===== src/rtl/sm3_pad_pkg.sv =====
// Shared types and helpers for the SM3 message padder.
// Holds the FSM states, block geometry and the byte-mask/0x80 insertion function.
package sm3_pad_pkg;

  typedef enum logic [1:0] {IDLE, DATA, PAD, LEN} state_t;

  localparam int BLK_BITS = 512;
  localparam int LEN_BITS = 64;

  function automatic int calc_wpb(input int dw);
    return BLK_BITS / dw;
  endfunction

  function automatic int calc_lww(input int dw);
    return LEN_BITS / dw;
  endfunction

  // Keeps the first k bytes (MSB first) of an nb-byte word, puts 0x80 in byte k, zeros below.
  function automatic logic [63:0] ins80_mask(input logic [63:0] d, input int nb, input int k);
    logic [63:0] r;
    int sh;
    r = '0;
    for (int i = 0; i < 8; i++) begin
      if (i < nb) begin
        sh = 8 * (nb - 1 - i);
        if (i < k) r |= d & (64'hFF << sh);
        else if (i == k) r |= 64'h80 << sh;
      end
    end
    return r;
  endfunction

endpackage


===== src/rtl/sm3_pad_byte_ins.sv =====
// Masks a final message word to its k valid bytes and appends the 0x80 marker.
// With k equal to the full byte count the word passes through unchanged.
module sm3_pad_byte_ins
  import sm3_pad_pkg::*;
#(
  parameter int DW = 32,
  parameter int KW = 3
) (
  input  logic [DW-1:0] d,
  input  logic [KW-1:0] k,
  output logic [DW-1:0] q
);

  assign q = DW'(ins80_mask(64'(d), DW / 8, int'(k)));

endmodule


===== src/rtl/sm3_pad_p.sv =====
// Parametrised SM3 padder: message words, 0x80, zero fill, 64-bit bit length,
// emitted as 512-bit blocks serialised into DW-bit words with a stall enable.
module sm3_pad_p
  import sm3_pad_pkg::*;
#(
  parameter int DW    = 32,
  parameter int CNT_W = 61
) (
  input  logic            clk,
  input  logic            rst,
  input  logic [DW-1:0]   msg_inpt_d,
  input  logic [DW/8-1:0] msg_inpt_vld_byte,
  input  logic            msg_inpt_vld,
  input  logic            msg_inpt_lst,
  output logic            msg_inpt_rdy,
  input  logic            pad_otpt_ena,
  output logic [DW-1:0]   pad_otpt_d,
  output logic            pad_otpt_vld,
  output logic            pad_otpt_lst,
  output logic            pad_otpt_blk_lst
);

  localparam int WPB = calc_wpb(DW);
  localparam int LWW = calc_lww(DW);
  localparam int NB  = DW / 8;
  localparam int KW  = $clog2(NB + 1);
  localparam int WIW = $clog2(WPB);
  localparam logic [WIW-1:0] LEN_START = WIW'(WPB - LWW);
  localparam logic [WIW-1:0] WIDX_LAST = WIW'(WPB - 1);
  localparam logic [DW-1:0]  PAD80_WORD = {8'h80, {(DW-8){1'b0}}};

  state_t            state, state_n;
  logic [WIW-1:0]    widx, widx_n, widx_inc;
  logic [CNT_W-1:0]  cnt, cnt_n;
  logic              ins80, ins80_n;
  logic [DW-1:0]     d_n;
  logic              vld_n, lst_n, blk_n;
  logic [KW-1:0]     k;
  logic [DW-1:0]     ins_word;
  logic [CNT_W+2:0]  bit_len;
  logic [63:0]       len64;
  logic [DW-1:0]     len_word;
  int                lidx;
  logic              xfer;

  assign msg_inpt_rdy = pad_otpt_ena && !rst && (state == IDLE || state == DATA);
  assign xfer         = msg_inpt_vld && msg_inpt_rdy;
  assign widx_inc     = widx + WIW'(1);
  assign bit_len      = {cnt, 3'b000};
  assign len64        = 64'(bit_len);

  always_comb begin
    k = '0;
    for (int i = 0; i < NB; i++) k = k + KW'(msg_inpt_vld_byte[i]);
  end

  sm3_pad_byte_ins #(.DW(DW), .KW(KW)) u_byte_ins (
    .d (msg_inpt_d),
    .k (k),
    .q (ins_word)
  );

  // Length words go out most significant first, indexed from the start of the length field.
  always_comb begin
    lidx = 0;
    if (state == LEN) lidx = int'(widx) - (WPB - LWW);
    len_word = DW'(len64 >> (DW * (LWW - 1 - lidx)));
  end

  always_comb begin
    state_n = state;
    widx_n  = widx;
    cnt_n   = cnt;
    ins80_n = ins80;
    d_n     = '0;
    vld_n   = 1'b0;
    lst_n   = 1'b0;
    blk_n   = 1'b0;
    case (state)
      IDLE, DATA: begin
        if (xfer) begin
          d_n    = msg_inpt_lst ? ins_word : msg_inpt_d;
          vld_n  = 1'b1;
          blk_n  = (widx == WIDX_LAST);
          widx_n = widx_inc;
          cnt_n  = cnt + CNT_W'(k);
          if (msg_inpt_lst) begin
            ins80_n = (k == KW'(NB));
            // Skip PAD entirely when nothing remains to fill, so no bubble appears.
            state_n = ((k == KW'(NB)) || (widx_inc != LEN_START)) ? PAD : LEN;
          end else begin
            state_n = DATA;
          end
        end
      end
      PAD: begin
        d_n     = ins80 ? PAD80_WORD : '0;
        vld_n   = 1'b1;
        blk_n   = (widx == WIDX_LAST);
        widx_n  = widx_inc;
        ins80_n = 1'b0;
        if (widx_inc == LEN_START) state_n = LEN;
      end
      LEN: begin
        d_n    = len_word;
        vld_n  = 1'b1;
        blk_n  = (widx == WIDX_LAST);
        widx_n = widx_inc;
        if (widx == WIDX_LAST) begin
          lst_n   = 1'b1;
          state_n = IDLE;
          cnt_n   = '0;
          ins80_n = 1'b0;
        end
      end
      default: state_n = IDLE;
    endcase
  end

  always_ff @(posedge clk or posedge rst) begin
    if (rst) begin
      state            <= IDLE;
      widx             <= '0;
      cnt              <= '0;
      ins80            <= 1'b0;
      pad_otpt_d       <= '0;
      pad_otpt_vld     <= 1'b0;
      pad_otpt_lst     <= 1'b0;
      pad_otpt_blk_lst <= 1'b0;
    end else if (pad_otpt_ena) begin
      state            <= state_n;
      widx             <= widx_n;
      cnt              <= cnt_n;
      ins80            <= ins80_n;
      pad_otpt_d       <= d_n;
      pad_otpt_vld     <= vld_n;
      pad_otpt_lst     <= lst_n;
      pad_otpt_blk_lst <= blk_n;
    end
  end

endmodule


===== config.mk =====
export PLATFORM = sky130hd
export DESIGN_NAME = sm3_pad_p
export DESIGN_NICKNAME = d
export VERILOG_FILES = /design/src/rtl/sm3_pad_pkg.sv /design/src/rtl/sm3_pad_byte_ins.sv /design/src/rtl/sm3_pad_p.sv
export SDC_FILE = /design/constraint.sdc
export NUM_CORES = 1
export LEC_CHECK = 0
export ABC_AREA = 1
export ABC_CLOCK_PERIOD_IN_PS = 9500
export CAP_MARGIN = 20
export CORE_ASPECT_RATIO = 0.7
export CORE_MARGIN = 4
export CORE_UTILIZATION = 50
export DETAILED_ROUTE_END_ITERATION = 6
export GPL_TIMING_DRIVEN = 0
export HOLD_SLACK_MARGIN = 0.02
export PLACE_DENSITY = 0.71
export SYNTH_ARGS = -nofsm -noshare
export SYNTH_HDL_FRONTEND = slang
export SYNTH_HIERARCHICAL = 1
export SYNTH_SLANG_ARGS = --single-unit
export TNS_END_PERCENT = 10

===== constraint.sdc =====
create_clock -name clk -period 9.5 [get_ports clk]
set_input_delay 0.95 -clock clk [delete_from_list [all_inputs] [get_ports clk]]
set_output_delay 0.95 -clock clk [all_outputs]
set_load 0.1 [all_outputs]

==> results of run 1 <==
-- tightest hold or removal path: stages, from the launching register on --
cell,delay (ns)
dfrtp_1,0.35
nand2_1,0.05
nand2_1,0.05
-- where the power goes --
group          total [mW]  switching (mW)  internal [mW]
Clock               0.375           0.194          0.181
Sequential          0.658           0.130          0.528
Combinational        1.03           0.734          0.291
Total                2.06            1.06           1.00
-- per-stage QoR --
stage | worst slack (ns) | utilization, % | power [mW] | std cells | cell area, µm²
2_1_floorplan | 3.79 | - | 1.32 | 1280 | 8120
3_3_place_gp | 2.17 | 58.1 | 1.62 | 1554 | 9110
3_5_place_dp | 4.75 | 58.3 | 1.65 | 1555 | 9140
4_1_cts | 4.90 | 60.1 | 2.02 | 1571 | 9430
5_1_grt | 4.76 | 60.1 | 2.18 | 1571 | 9430
6_report | 4.95 | 60.1 | 2.06 | 1571 | 9430
-- path summary, 6_finish.rpt --
path / start / to / slack (ns) / depth (start not counted)
setup / recovery: rst / msg_inpt_rdy / 4.95 / 5
hold / removal: pad_otpt_vld / pad_otpt_vld / 0.48 / 2
setup reg to reg: widx[1] / pad_otpt_d[5] / 6.32 / 10
hold reg to reg: pad_otpt_vld / pad_otpt_vld / 0.48 / 2
max in group asynchronous: rst / cnt[5] / 7.70 / 3
min in group asynchronous: rst / cnt[20] / 1.07 / 2
-- flip-flops by register name (all words and copies together) (netlist names) --
register / count
pad_otpt_d: 32
ins80: 1
pad_otpt_lst: 1
pad_otpt_vld: 1
state: 2
cnt: 61
widx: 4
pad_otpt_blk_lst: 1
-- synth_stat cells, types with 4 or more instances --
library cell / number / area, µm²
nand3_1: 52 / 260
o21ai_0: 40 / 200
a21oi_1: 76 / 380
nor2_1: 242 / 908
buf_2: 19 / 95.1
nor3_1: 14 / 70.1
nand2_1: 360 / 1350
nand4_1: 82 / 513
buf_4: 4 / 30.0
nor2_4: 7 / 78.8
nor2_2: 8 / 50.1
clkbuf_1: 16 / 60.1
buf_6: 10 / 113
ha_1: 12 / 150
inv_1: 150 / 563
dfrtp_1: 103 / 2580
a211oi_1: 29 / 218
a21boi_0: 5 / 37.5
nand2_2: 5 / 31.3
-- cell families (layout without fill, tap and decap cells) --
group / count (synthesis) / after routing / share of synthesized area, %
AND/OR/NAND/NOR: 787 / 787 / 42.0
buffers and inverters: 206 / 297 / 11.0
AO/OA/AOI/OAI: 165 / 165 / 12.3
flip-flops: 103 / 103 / 31.7
adder cells (fa/ha/maj): 14 / 14 / 2.34
XOR/XNOR: 5 / 5 / 0.632
-- final cells by class --
cell class | instances | area share [%]
clock buffers | 9 | 2.39
repair buffers | 75 | 8.15
inverters | 154 | 6.19
clock inverters | 7 | 0.624
plain buffers | 52 | 3.28
multi-input cells | 971 | 49.4
well taps | 200 | 2.65
flip-flops and latches | 103 | 27.3
-- routing by layer --
layer | GRT usage [%] | vias to the layer above | wire length (µm)
met5 | 0 | - | 0
li1 | - | 4320 | -
met3 | 13.2 | 32 | 4360
met1 | 52.5 | 4141 | 14600
met4 | 5.21 | 0 | 362
met2 | 44.2 | 485 | 11500
==> impl_metrics.py, run 1 <==
metrics = {
    "sta": {
        "post-route-min-period_ns": 4.55,
        "fmax_mhz": 220,
        "fin_skew_ns": 0.0128,
        "rsz0062_at_grt": "no",
        "hold_ws_ns": 0.484,
        "worst_pin_slew_ns": 1.09,
        "fin_setup_tns_ns": 0,
        "relSlewSlack_pct": 26.6,
        "setup_violations": 0,
        "finalCritPeriodShare_pct": 47.9,
        "slew_violations": 0,
        "hold_viol": 0,
    },
    "cts": {
        "cts_hold_buf": 0,
        "clockBufferDepth": 2,
        "clk_latency_ns": 0.36,
        "cts_tree": "done",
        "clk_pin_slew_ns": 0.07,
        "clock-sinks": 103,
        "cts_resized": 0,
        "cts.htree.levels": 3,
        "postCtsSetupBuffers": 0,
        "numCtsBuffers": 9,
        "root_buffer": "clkbuf_16",
    },
    "yosys": {
        "syn_area_per_cell_um2": 6.34,
        "syn_inst": 1280,
        "ys_types": 48,
        "synth_area_um2": 8120,
        "synth.net_count": 1335,
        "ys_seq_elements": 103,
        "ys_async_sr_fraction_pct": 100,
        "synth_edf_count": 0,
        "synth-main-ff-cell": "dfrtp_1",
        "ys_seq_area_share_pct": 31.7,
        "ys_warn_count": 6,
    },
    "layout": {
        "antenna_cells": 0,
        "multi_input_area_um2": 4650,
        "area_growth_pct": 16.1,
        "mostFrequentLayoutCells": "nand2_1, nor2_1, inv_1",
        "num-nets-final": 1421,
        "final_layout_size_suffix_gt1_share_pct": 6.42,
        "fillers": 1558,
        "final_common_cell": "nand2_1",
        "seqCellArea_um2": 2580,
    },
    "min_path": {
        "hold_path.class": "reg2reg",
    },
    "routing": {
        "viasPerCell": 5.71,
        "wl_per_cell_um": 19.6,
        "first_iter_violations": 1176,
        "vias": 8978,
        "drcViolationCount": 0,
        "drt-total-wl_mm": 30.8,
        "ant_nets": 0,
        "firstDrtPassIters": 7,
    },
    "grt": {
        "grt_pass1_vias": 8073,
        "grt_usage_pct": 33.8,
        "antenna_found_initial": 0,
        "grt_pass1_wl_mm": 47.5,
        "gr-total-overflow": 0,
        "grt_start_max_net_pins": 55,
    },
    "power": {
        "ir_drop_mv": 0.129,
        "leakagePower_nw": 4.41,
        "pwr_density_cell_nw_per_um2": 218,
    },
    "floorplan": {
        "core_um2": 15700,
        "dieWidth_um": 160,
        "die_area_um2": 18400,
        "die_h_um": 115,
        "start_util_pct": 51.8,
        "io_pins": 77,
        "row_count": 38,
    },
    "place": {
        "place_hpwl_mm": 24.7,
        "gp_congestion": 1.01,
        "io_buffers": 74,
    },
    "critical_path": {
        "critPathMostFrequentCell": "clkdlybuf4s50_1",
        "crit_buf_inv": 3,
        "arrival_ns": 3.60,
        "worstSetupPathType": "in2out",
        "max_stage_delay_ns": 1.19,
        "worst_path_max_delay_cell": "clkdlybuf4s50_1",
        "crit_family": "buffers and inverters",
        "crit_path_end_kind": "primary output",
        "cp-start-kind": "primary input",
        "path_max_fanout": 54,
        "worstPathCellList": "clkdlybuf4s50_1 > inv_4 > nand2_2 > nor2_1 > clkdlybuf4s50_1",
        "worstPathRequired_ns": 8.55,
    },
    "run_status": {
        "status": "complete, no violations",
    },
    "flow_run": {
        "drv_cap": 0,
    },
}
Note: power is estimated with default switching activity, not from simulation.
==> run 2: changes to the inputs <==
Settings changed: ABC_CLOCK_PERIOD_IN_PS 9500 to 3900, PLACE_DENSITY 0.71 to 0.74.
Clock period 9.5 ns to 3.9 ns, I/O delays scaled along.
==> run 2 against run 1 <==
Compared with the run above: setup slack got worse by 4.8 ns; clock power increased by 150%; utilization increased by 0.26 points; first-iteration DRC count decreased by 6.7%; critical path depth increased by 7; clock skew increased by 0.00096 ns; critical path type is now in2reg; via count decreased by 0.57%; flip-flop and latch count unchanged; global-route usage increased by 0.19 points; largest power group unchanged; total power increased by 140%; register-to-register slack got worse by 5.2 ns; sequential share of layout area decreased by 0.12 points.
==> impl_metrics.py, run 2 (synthesis gave the netlist of run 1 again) <==
metrics = {
    "cts": {
        "cts.htree.levels": 3,
        "cts_tree": "done",
        "numCtsBuffers": 9,
        "clockBufferDepth": 2,
        "root_buffer": "clkbuf_16",
        "clock-sinks": 103,
        "clk_latency_ns": 0.37,
        "clk_pin_slew_ns": 0.08,
    },
    "sta": {
        "fin_setup_tns_ns": 0,
        "worst_pin_slew_ns": 1.01,
        "hold_viol": 0,
        "hold_ws_ns": 0.396,
        "setup_violations": 0,
        "finalCritPeriodShare_pct": 95.3,
        "fin_skew_ns": 0.0137,
        "post-route-min-period_ns": 3.72,
        "rsz0062_at_grt": "no",
        "relSlewSlack_pct": 32.4,
        "slew_violations": 0,
        "fmax_mhz": 269,
    },
    "critical_path": {
        "arrival_ns": 3.95,
        "cp-start-kind": "primary input",
        "worstSetupPathType": "in2reg",
        "crit_path_end_kind": "register",
        "rr_endpoint": "pad_otpt_d[6]",
        "ff2ff_path_depth": 11,
        "worstPathCellList": "clkdlybuf4s50_1 > fa_1 > ha_1 > ha_1 > inv_1 > fa_1 > o21ai_4 > nand2_1 > nor2_1 > nand2_1 > nand4_1 > o21ai_0",
        "max_stage_delay_ns": 0.51,
        "r2r_slack_ns": 1.10,
        "worst_path_max_delay_cell": "fa_1",
        "worstPathRequired_ns": 4.13,
        "path_max_fanout": 8,
        "rr_startpoint": "widx[1]",
    },
    "place": {
        "place_hpwl_mm": 24.8,
        "gp_congestion": 1.00,
        "io_buffers": 74,
        "placed_cells": 1556,
    },
    "power": {
        "ir_drop_mv": 0.274,
        "pwr_density_cell_nw_per_um2": 532,
        "leakagePower_nw": 4.43,
        "power_mw": 5.04,
    },
    "min_path": {
        "hold_path.class": "in2reg",
        "min_to": "pad_otpt_d[24]",
        "min_from": "pad_otpt_ena",
        "hold_depth": 3,
    },
    "layout": {
        "mostFrequentLayoutCells": "nand2_1, nor2_1, inv_1",
        "multi_input_area_um2": 4670,
        "final_layout_size_suffix_gt1_share_pct": 6.77,
        "finish.utilization_pct": 60.3,
        "fin_cells": 1573,
        "top_register": "cnt",
        "final_common_cell": "nand2_1",
        "antenna_cells": 0,
        "largest_register_ffs": 61,
        "num-nets-final": 1423,
        "area_growth_pct": 16.6,
        "top_regs": "cnt (61), pad_otpt_d (32), widx (4)",
        "fillers": 1555,
        "seqCellArea_um2": 2580,
    },
    "routing": {
        "wl_per_cell_um": 19.6,
        "first_iter_violations": 1097,
        "drt-total-wl_mm": 30.8,
        "viasPerCell": 5.68,
        "drcViolationCount": 0,
        "firstDrtPassIters": 7,
        "ant_nets": 0,
        "vias": 8927,
    },
    "flow_run": {
        "drv_cap": 0,
    },
    "floorplan": {
        "io_pins": 77,
        "start_util_pct": 51.8,
        "dieWidth_um": 160,
        "die_area_um2": 18400,
        "row_count": 38,
        "die_h_um": 115,
        "core_um2": 15700,
    },
    "run_status": {
        "status": "complete, no violations",
    },
    "grt": {
        "grt_start_max_net_pins": 40,
        "grt_usage_pct": 34.0,
        "grt_pass1_vias": 8181,
        "grt_pass1_wl_mm": 47.7,
        "gr-total-overflow": 0,
        "antenna_found_initial": 0,
    },
}
==> run 2: how the worst max path moves through the flow <==
stage | depth (start not counted) | endpoint | start
6_report | 12 | cnt[22] | msg_inpt_vld_byte[0]
5_1_grt | 12 | cnt[22] | msg_inpt_vld_byte[0]
4_1_cts | 12 | cnt[44] | msg_inpt_vld_byte[0]
3_5_place_dp | 12 | cnt[24] | msg_inpt_vld_byte[0]
3_3_place_gp | 5 | msg_inpt_rdy | rst
2_1_floorplan | 8 | pad_otpt_d[10] | rst
==> run 2: through the flow <==
stage,setup slack (ns),area (µm²)
2_1_floorplan,0.520,8130
3_3_place_gp,-1.07,9120
3_5_place_dp,-0.257,9160
4_1_cts,0.112,9450
5_1_grt,0.0149,9470
6_report,0.182,9470
==> run 2: repair_timing <==
item / in CTS / in global routing
endpoints found under the setup margin: 0 / 5
hold buffers: 0 / 0
buffers inserted: 0 / 0
gates resized for setup: 0 / 3
==> run 2: area by class of cell <==
class | count | share of cell area, %
plain buffers | 52 | 3.26
clock buffers | 10 | 2.52
clock inverters | 6 | 0.555
inverters | 154 | 6.17
multi-input cells | 971 | 49.3
flip-flops and latches | 103 | 27.2
well taps | 200 | 2.64
repair buffers | 77 | 8.30
==> run 2: routing by layer <==
layer,track usage (%),share of wire [%]
met5,0,0
met4,7.34,1.8
met3,14.4,15
met2,44.2,38
met1,51.5,46
==> run 2: critical path: cells and delay by family <==
family	cells	cell delay, ns
adders and majority gates	4	1.75
and+or+nand+nor	4	0.85
buffers and inverters	2	0.54
AOI/OAI and AO/OA	2	0.43
==> run 2: power breakdown <==
group          total, mW  switching, mW  internal [mW]  leakage [nW]
Sequential          1.61          0.319           1.29          1.30
Combinational       2.50           1.79          0.711          2.99
Clock              0.928          0.467          0.461         0.137
Total               5.04           2.58           2.46          4.43
==> run 3: changes to the inputs <==
Settings changed: ABC_AREA 1 to 0, PLACE_DENSITY 0.74 to 0.75, TNS_END_PERCENT 10 to 30.
==> run 3 against run 2 <==
Compared with the run above: first-iteration DRC count is 15% lower; clock power is 5.3% lower; sequential share of layout area is 5.6 points higher.
==> impl_metrics.py, run 3 <==
metrics = {
    "routing": {
        "viasPerCell": 6.36,
        "drt-total-wl_mm": 20.0,
        "drcViolationCount": 0,
        "ant_nets": 0,
        "wl_per_cell_um": 20.4,
        "firstDrtPassIters": 7,
        "vias": 6235,
        "first_iter_violations": 935,
    },
    "sta": {
        "post-route-min-period_ns": 3.75,
        "hold_viol": 0,
        "rsz0062_at_grt": "no",
        "finalCritPeriodShare_pct": 96.1,
        "worst_pin_slew_ns": 0.992,
        "fin_setup_tns_ns": 0,
        "fmax_mhz": 267,
        "fin_skew_ns": 0.00558,
        "hold_ws_ns": 0.483,
        "relSlewSlack_pct": 33.7,
        "slew_violations": 0,
        "setup_violations": 0,
    },
    "floorplan": {
        "die_h_um": 104,
        "dieWidth_um": 145,
        "core_um2": 12600,
        "start_util_pct": 51.9,
        "io_pins": 77,
        "row_count": 34,
        "die_area_um2": 15000,
    },
    "critical_path": {
        "worstPathCellList": "clkdlybuf4s50_1 > fa_1 > ha_2 > ha_1 > inv_1 > fa_1 > nand2b_1 > nand2_1 > nand4_1 > buf_4 > buf_2 > or4_1 > a21oi_1",
        "ff2ff_path_depth": 13,
        "path_depth": 13,
        "max_stage_delay_ns": 0.53,
        "crit_buf_inv": 4,
        "critPathMostFrequentCell": "fa_1",
        "crit_path_end_kind": "register",
        "arrival_ns": 4.03,
        "crit_family": "adder cells",
        "worstSetupPathType": "in2reg",
        "cp-start-kind": "primary input",
        "path_max_fanout": 10,
        "worstPathRequired_ns": 4.18,
        "worst_path_max_delay_cell": "or4_1",
    },
    "layout": {
        "num-nets-final": 868,
        "top_regs": "cnt (61), pad_otpt_d (32), widx (4)",
        "multi_input_area_um2": 3750,
        "top_register": "cnt",
        "final_common_cell": "dfrtp_1",
        "area_growth_pct": 20.0,
        "final_layout_size_suffix_gt1_share_pct": 5.62,
        "largest_register_ffs": 61,
        "fillers": 1059,
        "finish.utilization_pct": 62.3,
        "seqCellArea_um2": 2580,
        "mostFrequentLayoutCells": "dfrtp_1, clkdlybuf4s50_1, a21oi_1",
        "final_area_um2": 7840,
        "antenna_cells": 0,
    },
    "power": {
        "pwr_density_cell_nw_per_um2": 388,
        "leakagePower_nw": 3.26,
        "ir_drop_mv": 0.246,
        "power_mw": 3.04,
    },
    "grt": {
        "grt_pass1_vias": 5905,
        "grt_pass1_wl_mm": 31.5,
        "grt_start_max_net_pins": 66,
        "gr-total-overflow": 0,
        "antenna_found_initial": 0,
        "grt_usage_pct": 26.6,
    },
    "cts": {
        "cts_hold_buf": 0,
        "clock-sinks": 103,
        "clk_latency_ns": 0.36,
        "cts_tree": "done",
        "numCtsBuffers": 9,
        "clk_pin_slew_ns": 0.07,
        "root_buffer": "clkbuf_16",
        "clockBufferDepth": 2,
        "cts.htree.levels": 3,
    },
    "yosys": {
        "synthTopCellsByArea": "dfrtp_1, mux2i_1, a21oi_1, o21ai_0, or4_1",
        "ys_types": 66,
        "syn_area_per_cell_um2": 9.04,
        "syn_inst": 723,
        "synthTopCellsByCount": "dfrtp_1, a21oi_1, mux2i_1",
        "synth.most_common_cell": "dfrtp_1",
        "ys_async_sr_fraction_pct": 100,
        "synth.net_count": 778,
        "synth_edf_count": 0,
        "ys_seq_elements": 103,
        "ys_seq_area_share_pct": 39.5,
        "synth_area_um2": 6530,
        "ys_warn_count": 6,
        "synth_area_leader_cell": "dfrtp_1",
        "synth-main-ff-cell": "dfrtp_1",
        "synth_top_cell_area_share_pct": 39.5,
    },
    "run_status": {
        "status": "complete, no violations",
    },
    "place": {
        "gp_congestion": 0.967,
        "placed_area_um2": 7520,
        "place_hpwl_mm": 14.9,
        "io_buffers": 75,
    },
    "min_path": {
        "hold_depth": 1,
        "hold_path.class": "reg2reg",
    },
    "flow_run": {
        "drv_cap": 0,
    },
}
==> run 3: metrics by stage <==
step / worst slack (ns) / std cells
6_report: 0.151 / 980
3_5_place_dp: -0.409 / 961
3_3_place_gp: -0.782 / 960
5_1_grt: 0.0132 / 980
2_1_floorplan: 0.567 / 723
4_1_cts: 0.0176 / 977
==> run 3: layer usage <==
layer	share of wire, %	global-route usage [%]	vias to the layer above
li1	-	-	2860
met1	44	40.2	2964
met2	43	38.1	376
met3	12	6.26	35
met4	1.7	7.19	0
met5	0	0	-
==> run 3: cell type report <==
| class | count | share of cell area [%] |
|---|---|---|
| clock buffer | 9 | 2.87 |
| clock inverter | 7 | 0.670 |
| multi-input combinational | 564 | 47.8 |
| tap | 162 | 2.59 |
| timing repair buffer | 79 | 10.2 |
| inverter | 14 | 0.702 |
| sequential | 103 | 32.9 |
| buffer | 42 | 2.33 |
==> run 3: worst paths after layout <==
check / start / end / slack [ns]
worst min register to register: pad_otpt_d[31] / pad_otpt_d[31] / 0.48
worst max register to register: widx[2] / pad_otpt_d[30] / 0.38
min in group asynchronous: rst / widx[0] / 0.50
max in group asynchronous: rst / cnt[22] / 2.70
worst max-delay path: msg_inpt_vld_byte[0] / cnt[32] / 0.15
worst min-delay path: pad_otpt_d[31] / pad_otpt_d[31] / 0.48
==> run 3: logic make-up after synthesis <==
| logic type | Yosys count | share of synthesized area [%] |
|---|---|---|
| xor+xnor | 18 | 2.41 |
| buf+inv | 56 | 3.54 |
| fa+ha+maj | 14 | 2.91 |
| compound gates | 174 | 16.0 |
| simple gates | 291 | 25.3 |
| mux | 67 | 10.3 |
| flops | 103 | 39.5 |
==> run 3: worst register-to-register path: stages, from the launching register on <==
cell and delay, ns:
dfrtp_1 0.48, ha_1 0.28, xnor2_1 0.28, nand2b_1 0.12
nand2_1 0.10, nand2_1 0.06, ha_1 0.28, and4b_1 0.18
nand3_1 0.08, a311o_1 0.31, or2_1 0.15, clkbuf_1 0.35
clkbuf_1 0.49, o21ai_0 0.22
==> run 3: where the power goes <==
| part | total, mW | switching [mW] | internal [mW] |
|---|---|---|---|
| Combinational | 0.964 | 0.590 | 0.374 |
| Sequential | 1.20 | 0.0696 | 1.13 |
| Clock | 0.879 | 0.439 | 0.441 |
| Total | 3.04 | 1.10 | 1.94 |
==> run 3: what timing repair did <==
action | in CTS | in global routing
setup endpoints to repair | 13 | 15
gates resized for setup | 2 | 6
buffers inserted | 0 | 2
